`src/rtl/audio_pkg.sv`:
```
// audio_pkg: shared constants and types for the codec audio receive path.
//   AUDIO_DATA_W      bits per captured channel word
//   AUDIO_SYNC_STAGES depth of the clk-domain input synchronisers
//   rx_state_e        receiver FSM states
//   LRCK_LEFT         ADCLRCK level that marks the left slot
package audio_pkg;

    localparam int AUDIO_DATA_W      = 16;
    localparam int AUDIO_SYNC_STAGES = 2;

    typedef enum logic {
        IDLE = 1'b0,
        RUN  = 1'b1
    } rx_state_e;

    localparam logic LRCK_LEFT = 1'b0;

endpackage

```
`src/rtl/i2s_sync.sv`:
```
// i2s_sync: multi-flop synchroniser for one asynchronous codec line, with
// single-cycle rise/fall strobes derived from the synchronised copy.
//   clk     system clock
//   rst     asynchronous active-high reset
//   d_i     asynchronous input
//   q_o     synchronised level
//   rise_o  one clk pulse when q_o goes 0 -> 1
//   fall_o  one clk pulse when q_o goes 1 -> 0
module i2s_sync #(
    parameter int STAGES = 2
) (
    input  logic clk,
    input  logic rst,
    input  logic d_i,
    output logic q_o,
    output logic rise_o,
    output logic fall_o
);

    logic [STAGES-1:0] sync_q;
    logic              prev_q;

    always_ff @(posedge clk or posedge rst) begin
        if (rst) begin
            sync_q <= '0;
            prev_q <= 1'b0;
        end else begin
            sync_q <= {sync_q[STAGES-2:0], d_i};
            prev_q <= sync_q[STAGES-1];
        end
    end

    assign q_o    = sync_q[STAGES-1];
    assign rise_o = q_o & ~prev_q;
    assign fall_o = ~q_o & prev_q;

endmodule

```
`src/rtl/i2s_adc_rx.sv`:
```
// i2s_adc_rx: receives the codec ADC I2S stream (codec is master), splits
// it into left/right words and hands complete stereo pairs to the consumer
// through a valid/ready register.
//   clk, rst          system clock, asynchronous active-high reset
//   en_i              receive enable (codec init done)
//   aud_bclk_i        codec BCLK (async)
//   aud_lrck_i        codec ADCLRCK (async), 0 = left slot
//   aud_dat_i         codec ADCDAT (async)
//   left_o, right_o   held stereo pair
//   valid_o, ready_i  pair handshake
//   overrun_o         sticky: complete pair dropped while one was held
//   short_err_o       sticky: slot ended with a partial word
//   clr_err_i         clears both sticky flags (a same-cycle set wins)
//
// state | meaning
// IDLE  | waiting for enable and an LRCK falling edge (start of a left slot)
// RUN   | aligned to frames, capturing slot bits on BCLK rises
module i2s_adc_rx #(
    parameter int DATA_W      = audio_pkg::AUDIO_DATA_W,
    parameter int SYNC_STAGES = audio_pkg::AUDIO_SYNC_STAGES
) (
    input  logic              clk,
    input  logic              rst,
    input  logic              en_i,
    input  logic              aud_bclk_i,
    input  logic              aud_lrck_i,
    input  logic              aud_dat_i,
    output logic [DATA_W-1:0] left_o,
    output logic [DATA_W-1:0] right_o,
    output logic              valid_o,
    input  logic              ready_i,
    output logic              overrun_o,
    output logic              short_err_o,
    input  logic              clr_err_i
);
    import audio_pkg::*;

    localparam int               CNT_W    = $clog2(DATA_W) + 1;
    localparam logic [CNT_W-1:0] CNT_FULL = CNT_W'(DATA_W);
    localparam logic [CNT_W-1:0] CNT_LAST = CNT_W'(DATA_W - 1);

    logic bclk_s, bclk_rise, lrck_s, dat_s;
    logic unused_bclk_fall, unused_lrck_rise, unused_lrck_fall;
    logic unused_dat_rise, unused_dat_fall;

    i2s_sync #(.STAGES(SYNC_STAGES)) u_sync_bclk (
        .clk(clk), .rst(rst), .d_i(aud_bclk_i),
        .q_o(bclk_s), .rise_o(bclk_rise), .fall_o(unused_bclk_fall));

    i2s_sync #(.STAGES(SYNC_STAGES)) u_sync_lrck (
        .clk(clk), .rst(rst), .d_i(aud_lrck_i),
        .q_o(lrck_s), .rise_o(unused_lrck_rise), .fall_o(unused_lrck_fall));

    i2s_sync #(.STAGES(SYNC_STAGES)) u_sync_dat (
        .clk(clk), .rst(rst), .d_i(aud_dat_i),
        .q_o(dat_s), .rise_o(unused_dat_rise), .fall_o(unused_dat_fall));

    rx_state_e         state_q, state_d;
    logic [CNT_W-1:0]  bitcnt_q, bitcnt_d;
    logic [DATA_W-1:0] shift_q, shift_d;
    logic [DATA_W-1:0] pend_left_q, pend_left_d;
    logic [DATA_W-1:0] left_q, left_d, right_q, right_d;
    logic              lrck_last_q, lrck_last_d;
    logic              pend_q, pend_d;
    logic              valid_q, valid_d;
    logic              overrun_q, overrun_d;
    logic              short_q, short_d;
    logic              pair_done, set_short, set_ovr;

    always_comb begin
        state_d     = state_q;
        bitcnt_d    = bitcnt_q;
        shift_d     = shift_q;
        pend_left_d = pend_left_q;
        pend_d      = pend_q;
        left_d      = left_q;
        right_d     = right_q;
        valid_d     = valid_q;
        overrun_d   = overrun_q;
        short_d     = short_q;
        pair_done   = 1'b0;
        set_short   = 1'b0;
        set_ovr     = 1'b0;
        // Last sampled LRCK is tracked in every state so IDLE can spot the
        // 1->0 transition that opens a frame.
        lrck_last_d = bclk_rise ? lrck_s : lrck_last_q;

        case (state_q)
            IDLE: begin
                if (en_i && bclk_rise && (lrck_last_q != LRCK_LEFT) && (lrck_s == LRCK_LEFT)) begin
                    state_d  = RUN;
                    bitcnt_d = '0;
                    shift_d  = '0;
                end
            end
            RUN: begin
                if (!en_i) begin
                    state_d  = IDLE;
                    bitcnt_d = '0;
                    shift_d  = '0;
                    pend_d   = 1'b0;
                end else if (bclk_rise) begin
                    if (lrck_s != lrck_last_q) begin
                        // Slot boundary; the bit on this edge still belongs
                        // to the previous slot (I2S one-bit delay).
                        if ((bitcnt_q != '0) && (bitcnt_q < CNT_FULL)) begin
                            set_short = 1'b1;
                            if (lrck_last_q == LRCK_LEFT) pend_d = 1'b0;
                        end
                        bitcnt_d = '0;
                        shift_d  = '0;
                    end else if (bitcnt_q < CNT_FULL) begin
                        shift_d  = {shift_q[DATA_W-2:0], dat_s};
                        bitcnt_d = bitcnt_q + 1'b1;
                        if (bitcnt_q == CNT_LAST) begin
                            if (lrck_s == LRCK_LEFT) begin
                                pend_left_d = shift_d;
                                pend_d      = 1'b1;
                            end else if (pend_q) begin
                                pair_done = 1'b1;
                                pend_d    = 1'b0;
                            end
                        end
                    end
                end
            end
            default: state_d = IDLE;
        endcase

        if (valid_q && ready_i) valid_d = 1'b0;

        if (pair_done) begin
            if (!valid_q || ready_i) begin
                left_d  = pend_left_q;
                right_d = shift_d;
                valid_d = 1'b1;
            end else begin
                set_ovr = 1'b1;
            end
        end

        if (clr_err_i) begin
            overrun_d = 1'b0;
            short_d   = 1'b0;
        end
        if (set_ovr)   overrun_d = 1'b1;
        if (set_short) short_d   = 1'b1;
    end

    always_ff @(posedge clk or posedge rst) begin
        if (rst) begin
            state_q     <= IDLE;
            bitcnt_q    <= '0;
            shift_q     <= '0;
            pend_left_q <= '0;
            pend_q      <= 1'b0;
            lrck_last_q <= 1'b0;
            left_q      <= '0;
            right_q     <= '0;
            valid_q     <= 1'b0;
            overrun_q   <= 1'b0;
            short_q     <= 1'b0;
        end else begin
            state_q     <= state_d;
            bitcnt_q    <= bitcnt_d;
            shift_q     <= shift_d;
            pend_left_q <= pend_left_d;
            pend_q      <= pend_d;
            lrck_last_q <= lrck_last_d;
            left_q      <= left_d;
            right_q     <= right_d;
            valid_q     <= valid_d;
            overrun_q   <= overrun_d;
            short_q     <= short_d;
        end
    end

    assign left_o      = left_q;
    assign right_o     = right_q;
    assign valid_o     = valid_q;
    assign overrun_o   = overrun_q;
    assign short_err_o = short_q;

endmodule

```
`config.mk`:
```
export PLATFORM = sky130hd
export DESIGN_NAME = i2s_adc_rx
export DESIGN_NICKNAME = d
export VERILOG_FILES = /design/src/rtl/audio_pkg.sv /design/src/rtl/i2s_sync.sv /design/src/rtl/i2s_adc_rx.sv
export SDC_FILE = /design/constraint.sdc
export NUM_CORES = 1
export LEC_CHECK = 0
export CAP_MARGIN = 30
export CORE_UTILIZATION = 50
export CTS_BUF_LIST = sky130_fd_sc_hd__clkbuf_8
export DETAILED_ROUTE_END_ITERATION = 12
export GPL_TIMING_DRIVEN = 0
export HOLD_SLACK_MARGIN = 0.1
export PLACE_DENSITY_LB_ADDON = 0.05
export SLEW_MARGIN = 20
export SYNTH_ARGS = -nofsm -noshare
export SYNTH_HDL_FRONTEND = slang
export SYNTH_SLANG_ARGS = --single-unit
```
`constraint.sdc`:
```
create_clock -name clk -period 7 [get_ports clk]
set_input_delay 1.05 -clock clk [delete_from_list [all_inputs] [get_ports clk]]
set_output_delay 1.05 -clock clk [all_outputs]
set_load 0.005 [all_outputs]
```
=== Word level (Yosys, flattened, before mapping) ===
Cells that the tools add are included.
Widths: inputs -> output; s select.

* Register bits: 82
* Output and inout bits: 35
* Logic and storage cells: 90
* Input bits: 8

* Bitwise gates (word level): 5
* $add $sub $neg: 1
* Equal/unequal tests: 10
* Reductions and logical operators: 14
* Muxes and demuxes: 44
* $lt $le $gt $ge: 1

{| class="wikitable"
|+ Operators by type and width
! operator !! number
|-
| $mux 16 || 5
|-
| $pmux 16 s2 || 1
|-
| $mux 1 || 31
|-
| $mux 5 || 5
|-
| $pmux 5 s2 || 1
|-
| $reduce_and 7->1 || 1
|-
| $ne 3x1->1 const B || 2
|-
| $ne 3x3->1 const B || 2
|-
| $reduce_and 6->1 || 1
|-
| $add 5x1->5 const B || 1
|-
| $eq 5x4->1 const B || 1
|-
| $logic_and 1x1->1 || 5
|-
| $lt 5x5->1 const B || 1
|-
| $reduce_bool 5->1 || 1
|-
| $ne 4x2->1 const B || 1
|-
| $not 1->1 || 4
|-
| $reduce_bool 2->1 || 2
|-
| $ne 3x2->1 const B || 1
|-
| $reduce_and 3->1 || 1
|-
| $ne 2x1->1 const B || 1
|-
| $ne 2x2->1 const B || 1
|-
| $pmux 1 s2 || 1
|-
| $reduce_and 2->1 || 1
|-
| $and 1x1->1 || 1
|-
| 3 further kinds || 3
|}

=== Longest topological paths before layout ===
Gate-level depths: netlist of run 1.

* Depth in word-level cells: 10
* Mapped depth: 9
* Gate-level depth less buffers: 7

=== Modules after synthesis ===
From an unflattened synthesis of run 1, not the netlist that was laid out.

* Cell total of the unflattened synthesis: 219
* Area, all modules: 3380.7 um^2

{| class="wikitable"
|+ By module, submodules not included
! module !! cells an instance !! sequential area each (um^2) !! instances !! area an instance (um^2)
|-
| i2s_adc_rx || 201 || 1851.8 || 1 || 3099.2
|-
| i2s_sync || 6 || 75.1 || 3 || 93.8
|}

=== Least setup slack after synthesis of run 1 ===
No wires, ideal clock.

* Kind: input to register
* From: input en_i
* To: register pend_left_q[0]
* Library setup time: 0.125 ns
* Path slack: 4.521 ns
* Arrival time: 2.355 ns
* Data required time: 6.875 ns
* Cell stages on the path: 7
* Cell sequence: clkbuf_1 -> nand2_1 -> nor3_4 -> and3_1 -> buf_4 -> buf_6 -> mux2_2

* Longest elaborated chain between the ends: 1

{| class="wikitable"
|+ RTL lines
! what !! RTL line !! RTL
|-
| start, declared || i2s_adc_rx.sv:24 || <nowiki>input logic en_i,</nowiki>
|-
| $reduce_and 7->1 (no source line) || -- ||
|-
| end signal, assigned || i2s_adc_rx.sv:167 || <nowiki>pend_left_q <= pend_left_d;</nowiki>
|-
| end, declared || i2s_adc_rx.sv:61 || <nowiki>logic [DATA_W-1:0] pend_left_q, pend_left_d;</nowiki>
|}

No other way between the ends.
A chain may end at the register's enable or synchronous reset.

=== Final worst setup path of run 1 ===
* From: input ready_i
* To: register right_q[13] (netlist: right_o[13])

* Longest elaborated chain between the ends: 2

{| class="wikitable"
|+ RTL lines
! what !! RTL line !! RTL
|-
| start, declared || i2s_adc_rx.sv:31 || <nowiki>input logic ready_i,</nowiki>
|-
| $logic_or 1x1->1 || i2s_adc_rx.sv:133 || <nowiki>if (!valid_q || ready_i) begin</nowiki>
|-
| $reduce_and 2->1 (no source line) || -- ||
|-
| end signal, assigned || i2s_adc_rx.sv:171 || <nowiki>right_q <= right_d;</nowiki>
|-
| end, declared || i2s_adc_rx.sv:62 || <nowiki>logic [DATA_W-1:0] left_q, left_d, right_q, right_d;</nowiki>
|}

No other way between the ends.

==> results of run 1 <==
[layout make-up]
| cell class | count | share of cell area (%) |
|---|---|---|
| flip-flops and latches | 82 | 49.6 |
| inverters | 11 | 1.06 |
| clock buffers | 11 | 3.66 |
| clock inverters | 5 | 1.30 |
| multi-input cells | 140 | 29.2 |
| repair buffers | 42 | 10.4 |
| plain buffers | 16 | 2.42 |
| well taps | 77 | 2.33 |
[how the worst min path moves through the flow]
| stage | start | to | depth (start not counted) |
|---|---|---|---|
| final | u_sync_dat.sync_q[0] | u_sync_dat.sync_q[1] | 0 |
| after global routing | u_sync_dat.sync_q[0] | u_sync_dat.sync_q[1] | 0 |
| after CTS | u_sync_dat.sync_q[0] | u_sync_dat.sync_q[1] | 0 |
| after detailed placement | u_sync_dat.sync_q[0] | u_sync_dat.sync_q[1] | 0 |
| after global placement | u_sync_dat.sync_q[0] | u_sync_dat.sync_q[1] | 0 |
| after floorplan | u_sync_bclk.sync_q[0] | u_sync_bclk.sync_q[1] | 0 |
[registers in the layout (all words and copies together) (netlist names)]
register            flops
left_o                 16
pend_left_q            16
right_o                16
shift_q                16
bitcnt_q                5
u_sync_bclk.sync_q      2
u_sync_dat.sync_q       2
u_sync_lrck.sync_q      2
lrck_last_q             1
overrun_o               1
pend_q                  1
short_err_o             1
state_q                 1
u_sync_bclk.prev_q      1
valid_o                 1
[layer usage]
metal	routed length, µm	GRT usage [%]	up-vias	part of all wire [%]
li1	-	-	1018	-
met1	3020	26.0	1033	48
met2	2870	30.3	55	46
met3	259	5.31	10	4.2
met4	89	8.78	0	1.4
met5	0	0	-	0
[per-stage QoR]
| stage | util (%) | std cells | power (W) |
|---|---|---|---|
| global placement | 60.5 | 367 | 0.000523 |
| finish | 64.0 | 384 | 0.000861 |
| CTS | 64.0 | 384 | 0.000874 |
| detailed placement | 60.8 | 368 | 0.000525 |
| floorplan | - | 249 | 0.000512 |
| global route | 64.0 | 384 | 0.000895 |
[critical path: cells and delay by family]
family | cells | cell delay [ns]
compound gates | 1 | 0.15
buf+inv | 4 | 1.04
simple gates | 3 | 0.44
[layout by cell type (no fill, tap or decap), drive strengths merged, types with 9 or more instances in the layout]
master	n
buf	9
mux2	33
a22o	10
clkdlybuf4s50	41
o2bb2ai	10
a22oi	10
dfrtp	82
nand2	14
inv	12
clkbuf	19
o21ai	14
[power by group]
part | switching [W] | total, W | internal (W)
clock | 0.000164 | 0.000346 | 0.000182
combinational | 0.0000237 | 0.0000351 | 0.0000114
sequential | 0.00000270 | 0.000480 | 0.000477
[kinds of logic after synthesis]
family	count (synthesis)
AO/OA/AOI/OAI	60
XOR/XNOR	1
flip-flops	82
buffers and inverters	27
multiplexers	33
adder cells (fa/ha/maj)	4
AND/OR/NAND/NOR	42
==> results by group, run 1 <==
Synthesis
  • Synth Area in XOR/XNOR: 0.258%
  • Synth top area share: 60.4%
  • EDFF count, synth: 0
  • Post-synth top cells: dfrtp_1, mux2_2, nand2_1, mux2_4, inv_1
  • Cell Area, Synth: 3400 µm²
  • Seq/Total Area, Yosys: 60.4%
  • Yosys warns: 0
  • Simple-Gate Fraction of Synth Area: 7.99%
  • Unique masters post-synth: 40
  • Flops & latches, synth: 82
  • Dominant synthesized flop cell: dfrtp_1
  • Count leader, synth: dfrtp_1
  • Gate Count Post-Synth: 249
  • Largest family of logic cells by synthesized area: compound AO/OA/AOI/OAI gates
  • Top post-synthesis cells by area: dfrtp_1, mux2_2, mux2_4
  • Mux share of post-synthesis cell area: 12.4%
  • Asr flop ratio synth: 100%
  • Synthesized-area fraction occupied by adder cells: 1.47%
  • Syn_area_per_cell: 13.7 µm²
  • Synth Area in Compound Gates: 13.4%
  • Synthesized Nets: 261
  • Cell taking the most area after synthesis: dfrtp_1

STA
  • Worst Tran Pin Value: 0.938 ns
  • Final-report max-slew violation count: 0
  • Final Cycle Share: 35.4%
  • Min setup slack post-route: 4.52 ns
  • Fin Setup TNS: 0 ns
  • Final setup fails: 0
  • Hold_ws: 0.352 ns
  • Final Hold Viols: 0
  • RSZ-0062 raised after global routing: no
  • Relative slew slack: 37.3%
  • Skew final: 0.00806 ns
  • Fmax: 404 MHz
  • Tmin final: 2.48 ns

Power
  • Pleak: 1.93 nW
  • Pwr Density: 208 nW/µm²
  • Peak supply drop: 0.000134 V

Critical path
  • Cells on worst reg2reg path: 6
  • Crit-path cells: clkdlybuf4s50_1 > nand2b_1 > and3_1 > buf_2 > nand3_4 > buf_6 > buf_2 > o2bb2ai_1
  • Largest stage delay on the critical path: 0.44 ns
  • Worst R2R Setup Slack: 4.63 ns
  • Worst-path fanout max: 10
  • Startpoint types: input port
  • CP endpoint: right_o[13]
  • Critical path's slowest cell: clkdlybuf4s50_1
  • Setup CP Type: in2reg
  • CP arrival: 2.70 ns
  • CP startpoint: ready_i
  • Worst setup EP type: flip-flop
  • FF-to-FF End: right_o[13]
  • Worst R2R Start: u_sync_lrck.sync_q[1]
  • Most used cell, CP: buf_2
  • Required time of the critical path: 7.22 ns

CTS
  • Post-CTS Resized: 0
  • TritonCTS buffer count: 9
  • Clock root buffer: clkbuf_8
  • CTS tree: yes
  • Hold_buf cts: 0
  • Clk buf depth: 2
  • Clk pin slew, worst setup/hold paths: 0.08 ns
  • Clk sink count: 82
  • H-tree depth: 3
  • Worst-skew pair later-pin latency: 0.35 ns
  • Post-CTS setup buffer count: 0

GRT
  • Largest net degree at the start of global routing: 52
  • Vias in the first global route: 2,130
  • Global-route wire length before repair: 10,500 µm
  • GR Overflow Total: 0
  • Initial antenna violation count: 0
  • GR Util All Layers: 19.5%

Detailed routing
  • WL per Instance: 16.2 µm
  • Via count: 2,116
  • Vias per cell: 5.51
  • Post-Route WL: 6240 µm
  • Detailed Route Iter0 Violations: 123
  • Drt first pass iters: 8
  • Routed Antenna Nets: 0
  • DRC viols: 4

Status
  • Status: complete, but fails checks
  • Failing checks: design-rule violations

Place
  • Port Buffer Count: 41
  • Post-DP HPWL: 4170 µm
  • Gpl congestion: 0.808
  • Placed instance area: 3930 µm²
  • Dpl ws: 4.15 ns

Flow run
  • Max Cap Viol: 0

Die
  • Initial Util: 52.6%
  • Die Ht: 84.5 µm
  • Die area: 7130 µm²
  • Io pins: 43
  • Cell Rows: 29
  • Die X: 84.5 µm
  • Placeable Area: 6460 µm²

Hold path
  • HP Class: reg2reg

Cells and area
  • Ant diodes: 0
  • Layout Area Growth over Synthesis: 21.6%
  • Reg area: 2050 µm²
  • Nets: 314
  • Footprint of the multi-input gates: 1210 µm²
  • Layout filler cell count: 502
  • Share of cells above drive strength 1: 22.8%
  • Final Cell Area: 4130 µm²
Power figures use the tool's default switching activity.
==> inputs of run 2 (changes only) <==
- clock period: 7 -> 2.15 ns (I/O delays scaled with it)
==> run 2 against run 1 <==
  * The run still ends with design-rule violations left
  * Power increased to 3.3 times the previous value
  * Sequential cell count unchanged
  * Utilization increased by 1.4 points
  * First-iteration DRC count decreased by 2.4%
  * Setup slack got worse by 4.4 ns
  * Global-route usage increased by 0.19 points
  * Register-to-register slack got worse by 4.5 ns
  * Via count increased by 0.47%
  * Final area increased by 2.1%
  * Combinational power increased to 4.0 times the previous value
  * Critical endpoint is now pend_left_q[1]
==> results by group, run 2 (same netlist as run 1, synthesis figures left out) <==
Cells and area
  • Nets: 314
  • Footprint of the multi-input gates: 1240 µm²
  • Reg area: 2050 µm²
  • Util after Layout: 65.4%
  • Non-Filler Instances: 384
  • Commonest non-fill, non-tap cells in the layout: dfrtp_1, clkdlybuf4s50_1, mux2_2
  • Layout Area Growth over Synthesis: 24.2%
  • Ant diodes: 0
  • Commonest non-fill, non-tap cell in the layout: dfrtp_1
  • Share of cells above drive strength 1: 24.4%
  • Layout filler cell count: 487

CTS
  • H-tree depth: 3
  • Clk pin slew, worst setup/hold paths: 0.08 ns
  • Worst-skew pair later-pin latency: 0.35 ns
  • TritonCTS buffer count: 9
  • CTS tree: yes
  • Clk buf depth: 2
  • Clk sink count: 82
  • Clock root buffer: clkbuf_8

Die
  • Die Ht: 84.5 µm
  • Initial Util: 52.6%
  • Die area: 7130 µm²
  • Cell Rows: 29
  • Die X: 84.5 µm
  • Io pins: 43
  • Placeable Area: 6460 µm²

STA
  • Fmax: 485 MHz
  • Relative slew slack: 61.5%
  • Tmin final: 2.06 ns
  • Fin Setup TNS: 0 ns
  • Skew final: 0.00747 ns
  • Worst Tran Pin Value: 0.575 ns
  • Final setup fails: 0
  • Final Cycle Share: 96.0%
  • RSZ-0062 raised after global routing: no
  • Final Hold Viols: 0
  • Hold_ws: 0.288 ns
  • Final-report max-slew violation count: 0

Place
  • Dpl cells: 370
  • Gpl congestion: 0.773
  • Port Buffer Count: 41
  • Post-DP HPWL: 4360 µm

Detailed routing
  • Via count: 2,126
  • WL per Instance: 16.3 µm
  • Drt first pass iters: 10
  • DRC viols: 3
  • Detailed Route Iter0 Violations: 120
  • Routed Antenna Nets: 0
  • Post-Route WL: 6260 µm
  • Vias per cell: 5.54

Power
  • Clk pwr share: 39.5%
  • Comb pwr share: 5.0%
  • Pleak: 1.96 nW
  • Psw: 0.000641 W
  • Peak supply drop: 0.000350 V
  • Pwr Density: 668 nW/µm²
  • Net Sw Frac: 22.7%
  • Flop pwr share: 55.4%
  • Internal: 0.00218 W

GRT
  • GR Overflow Total: 0
  • Global-route wire length before repair: 10,600 µm
  • Largest net degree at the start of global routing: 31
  • GR Util All Layers: 19.7%
  • Vias in the first global route: 2,159
  • Initial antenna violation count: 0

Critical path
  • Setup CP Type: reg2reg
  • Worst setup EP type: flip-flop
  • Worst R2R Start: bitcnt_q[4]
  • Cells on worst reg2reg path: 6
  • CP startpoint: bitcnt_q[4]
  • Startpoint types: flip-flop
  • Critical path's slowest cell: dfrtp_1
  • FF-to-FF End: pend_left_q[1]
  • Crit-path cells: or3b_4 > nor3_4 > and3_1 > buf_4 > buf_6 > mux2_2
  • Largest stage delay on the critical path: 0.46 ns
  • Worst R2R Setup Slack: 0.09 ns
  • CP arrival: 2.30 ns
  • Worst-path fanout max: 10
  • Required time of the critical path: 2.38 ns

Status
  • Status: complete, but fails checks
  • Failing checks: design-rule violations

Flow run
  • Max Cap Viol: 0

Hold path
  • HP Class: in2async
## run 2: timing repair
| action | CTS | global route |
|---|---|---|
| cloned | 0 | 0 |
| hold buffers | 0 | 0 |
| setup buffers | 0 | 2 |
| endpoints found under the setup margin | 54 | 29 |
| gates resized for setup | 2 | 4 |
## run 2: through the flow
step           total power [W]  setup slack (ns)  instance area, µm²
6_report               0.00282            0.0861                4220
3_3_place_gp           0.00170            -0.250                3910
3_5_place_dp           0.00172            -0.288                3990
5_1_grt                0.00294           0.00529                4220
2_1_floorplan          0.00167             0.145                3400
4_1_cts                0.00285            0.0359                4190
## run 2: cell type report
class	instances	share of cell area [%]
multi-input combinational	140	29.4
clock buffer	10	3.26
inverter	11	1.07
timing repair buffer	46	11.9
sequential	82	48.6
tap	77	2.28
clock inverter	6	1.57
buffer	12	1.99
## run 2: worst max-delay path, delay by kind of cell, from the launching register on
family                 cells  cell delay [ns]
DFF                        1             0.46
muxes                      1             0.34
buffers and inverters      2             0.34
and+or+nand+nor            3             0.80
## run 2: worst max path at each step
stage               slack [ns]              to
floorplan                 0.14     bitcnt_q[0]
global placement         -0.25      right_o[5]
detailed placement       -0.29      shift_q[5]
CTS                       0.04  pend_left_q[1]
global route             0.005       left_o[2]
finish                    0.09  pend_left_q[1]
## run 2: layer usage
layer  global-route usage, %  routed length (µm)  vias up
met4                    10.3                 105        0
met1                    26.8                2930     1063
li1                        -                   -     1012
met3                    3.83                 194       10
met2                    30.4                3030       41
met5                       0                   0        -
## run 2: power groups by stage
stage	logic [W]	registers, W	clock network (W)
floorplan	0.0000779	0.00159	0
global placement	0.000111	0.00159	0
detailed placement	0.000129	0.00159	0
CTS	0.000134	0.00156	0.00116
global route	0.000159	0.00157	0.00121
finish	0.000142	0.00156	0.00112
==> inputs of run 3 (changes only) <==
- SLEW_MARGIN: 20 -> 10
- clock period: 2.15 -> 2.6 ns (I/O delays scaled with it)
==> run 3 against run 2 <==
  * The flow still finishes with violations (design-rule violations)
  * Utilization decreased by 1.2 points
  * Final area down 1.8%
  * Power fell by 18%
  * Critical path depth increased by 2
  * Clock-buffer cell count unchanged
  * Cell count did not move
  * Wire length fell by 1.1%
==> results by group, run 3 (same netlist as run 1, synthesis figures left out) <==
GRT
  • GR Util All Layers: 19.2%
  • GR Overflow Total: 0
  • Vias in the first global route: 2,091
  • Global-route wire length before repair: 10,400 µm
  • Largest net degree at the start of global routing: 65
  • Initial antenna violation count: 0

STA
  • Hold_ws: 0.345 ns
  • Final setup fails: 0
  • Tmin final: 2.36 ns
  • Final Hold Viols: 0
  • RSZ-0062 raised after global routing: no
  • Worst Tran Pin Value: 0.618 ns
  • Final Cycle Share: 90.9%
  • Skew final: 0.0127 ns
  • Relative slew slack: 58.6%
  • Final-report max-slew violation count: 0
  • Fmax: 423 MHz

CTS
  • TritonCTS buffer count: 9
  • Hold_buf cts: 0
  • Post-CTS Resized: 0
  • Post-CTS setup buffer count: 0
  • Clk pin slew, worst setup/hold paths: 0.08 ns
  • H-tree depth: 3
  • Clk buf depth: 2
  • CTS tree: yes
  • Clock root buffer: clkbuf_8
  • Clk sink count: 82
  • Worst-skew pair later-pin latency: 0.34 ns

Detailed routing
  • Via count: 2,087
  • Post-Route WL: 6190 µm
  • Detailed Route Iter0 Violations: 119
  • DRC viols: 4
  • Drt first pass iters: 9
  • WL per Instance: 16.1 µm
  • Routed Antenna Nets: 0
  • Vias per cell: 5.43

Critical path
  • CP delay by family, top: buffers and inverters
  • Critical path's slowest cell: dfrtp_1
  • CP arrival: 2.59 ns
  • Levels on crit path: 8
  • Setup CP Type: reg2reg
  • Worst-path fanout max: 10
  • Startpoint types: flip-flop
  • Worst R2R Start: u_sync_lrck.sync_q[1]
  • Required time of the critical path: 2.83 ns
  • Cells on worst reg2reg path: 8
  • CP endpoint: bitcnt_q[0]
  • FF-to-FF End: bitcnt_q[0]
  • Crit-path cells: inv_1 > ha_1 > clkbuf_1 > or2b_1 > o21ai_0 > a21o_1 > clkbuf_1 > mux2_2
  • CP bufs+invs: 3
  • Most used cell, CP: clkbuf_1
  • Worst setup EP type: flip-flop
  • Worst R2R Setup Slack: 0.24 ns
  • Largest stage delay on the critical path: 0.42 ns
  • CP startpoint: u_sync_lrck.sync_q[1]

Power
  • Pwr Density: 559 nW/µm²
  • Total power draw: 0.00232 W
  • Pleak: 1.93 nW
  • Peak supply drop: 0.000292 V

Die
  • Initial Util: 52.6%
  • Cell Rows: 29
  • Die area: 7130 µm²
  • Die Ht: 84.5 µm
  • Die X: 84.5 µm
  • Placeable Area: 6460 µm²
  • Io pins: 43

Hold path
  • HP Class: in2async

Cells and area
  • Share of cells above drive strength 1: 23.1%
  • Commonest non-fill, non-tap cells in the layout: dfrtp_1, clkdlybuf4s50_1, mux2_2
  • Layout filler cell count: 509
  • Nets: 314
  • Ant diodes: 0
  • Layout Area Growth over Synthesis: 22.0%
  • Commonest non-fill, non-tap cell in the layout: dfrtp_1

Place
  • Post-DP HPWL: 4120 µm
  • Port Buffer Count: 41
  • Gpl congestion: 0.808

Status
  • Status: complete, but fails checks
  • Failing checks: design-rule violations

Flow run
  • Max Cap Viol: 0
-- run 3: per-layer routing --
| layer | track usage [%] | part of all wire [%] | vias to the layer above |
|---|---|---|---|
| li1 | - | - | 1015 |
| met1 | 26.5 | 49 | 1020 |
| met2 | 29.3 | 46 | 45 |
| met3 | 3.54 | 3.6 | 7 |
| met4 | 10.0 | 1.2 | 0 |
| met5 | 0 | 0 | - |
-- run 3: metrics by stage --
step                      std cells  cell area (µm²)  utilization, %  setup TNS, ns  setup slack (ns)
after global placement          367             3910            60.5         -94.55             -1.16
after floorplan                 249             3400               -              0             0.102
after CTS                       384             4140            64.1              0             0.206
after global routing            384             4150            64.2              0            0.0771
final                           384             4150            64.2              0             0.236
after detailed placement        368             3940            60.9              0             0.207
-- run 3: power breakdown --
part / internal [W] / leakage [nW] / switching [W]
Combinational: 0.0000329 / 0.703 / 0.0000658
Sequential: 0.00128 / 1.13 / 0.00000725
Clock: 0.000472 / 0.103 / 0.000457
-- run 3: how the worst min path moves through the flow --
stage                               start               endpoint  slack (ns)  depth (start not counted)
floorplan           u_sync_bclk.sync_q[0]  u_sync_bclk.sync_q[1]        0.33                          0
global placement     u_sync_dat.sync_q[0]   u_sync_dat.sync_q[1]        0.33                          0
detailed placement  u_sync_bclk.sync_q[0]  u_sync_bclk.sync_q[1]        0.34                          0
CTS                                   rst              overrun_o        0.34                          2
global route                          rst              overrun_o        0.37                          2
finish                                rst  u_sync_lrck.sync_q[1]        0.35                          2
-- run 3: cell type report --
| cell class | instances | area [µm²] | area share, % |
|---|---|---|---|
| repair buffers | 42 | 438 | 10.6 |
| inverters | 11 | 43.8 | 1.06 |
| multi-input cells | 140 | 1210 | 29.3 |
| clock inverters | 6 | 65.1 | 1.57 |
| well taps | 77 | 96.3 | 2.32 |
| flip-flops and latches | 82 | 2050 | 49.5 |
| clock buffers | 10 | 138 | 3.32 |
| plain buffers | 16 | 100 | 2.41 |
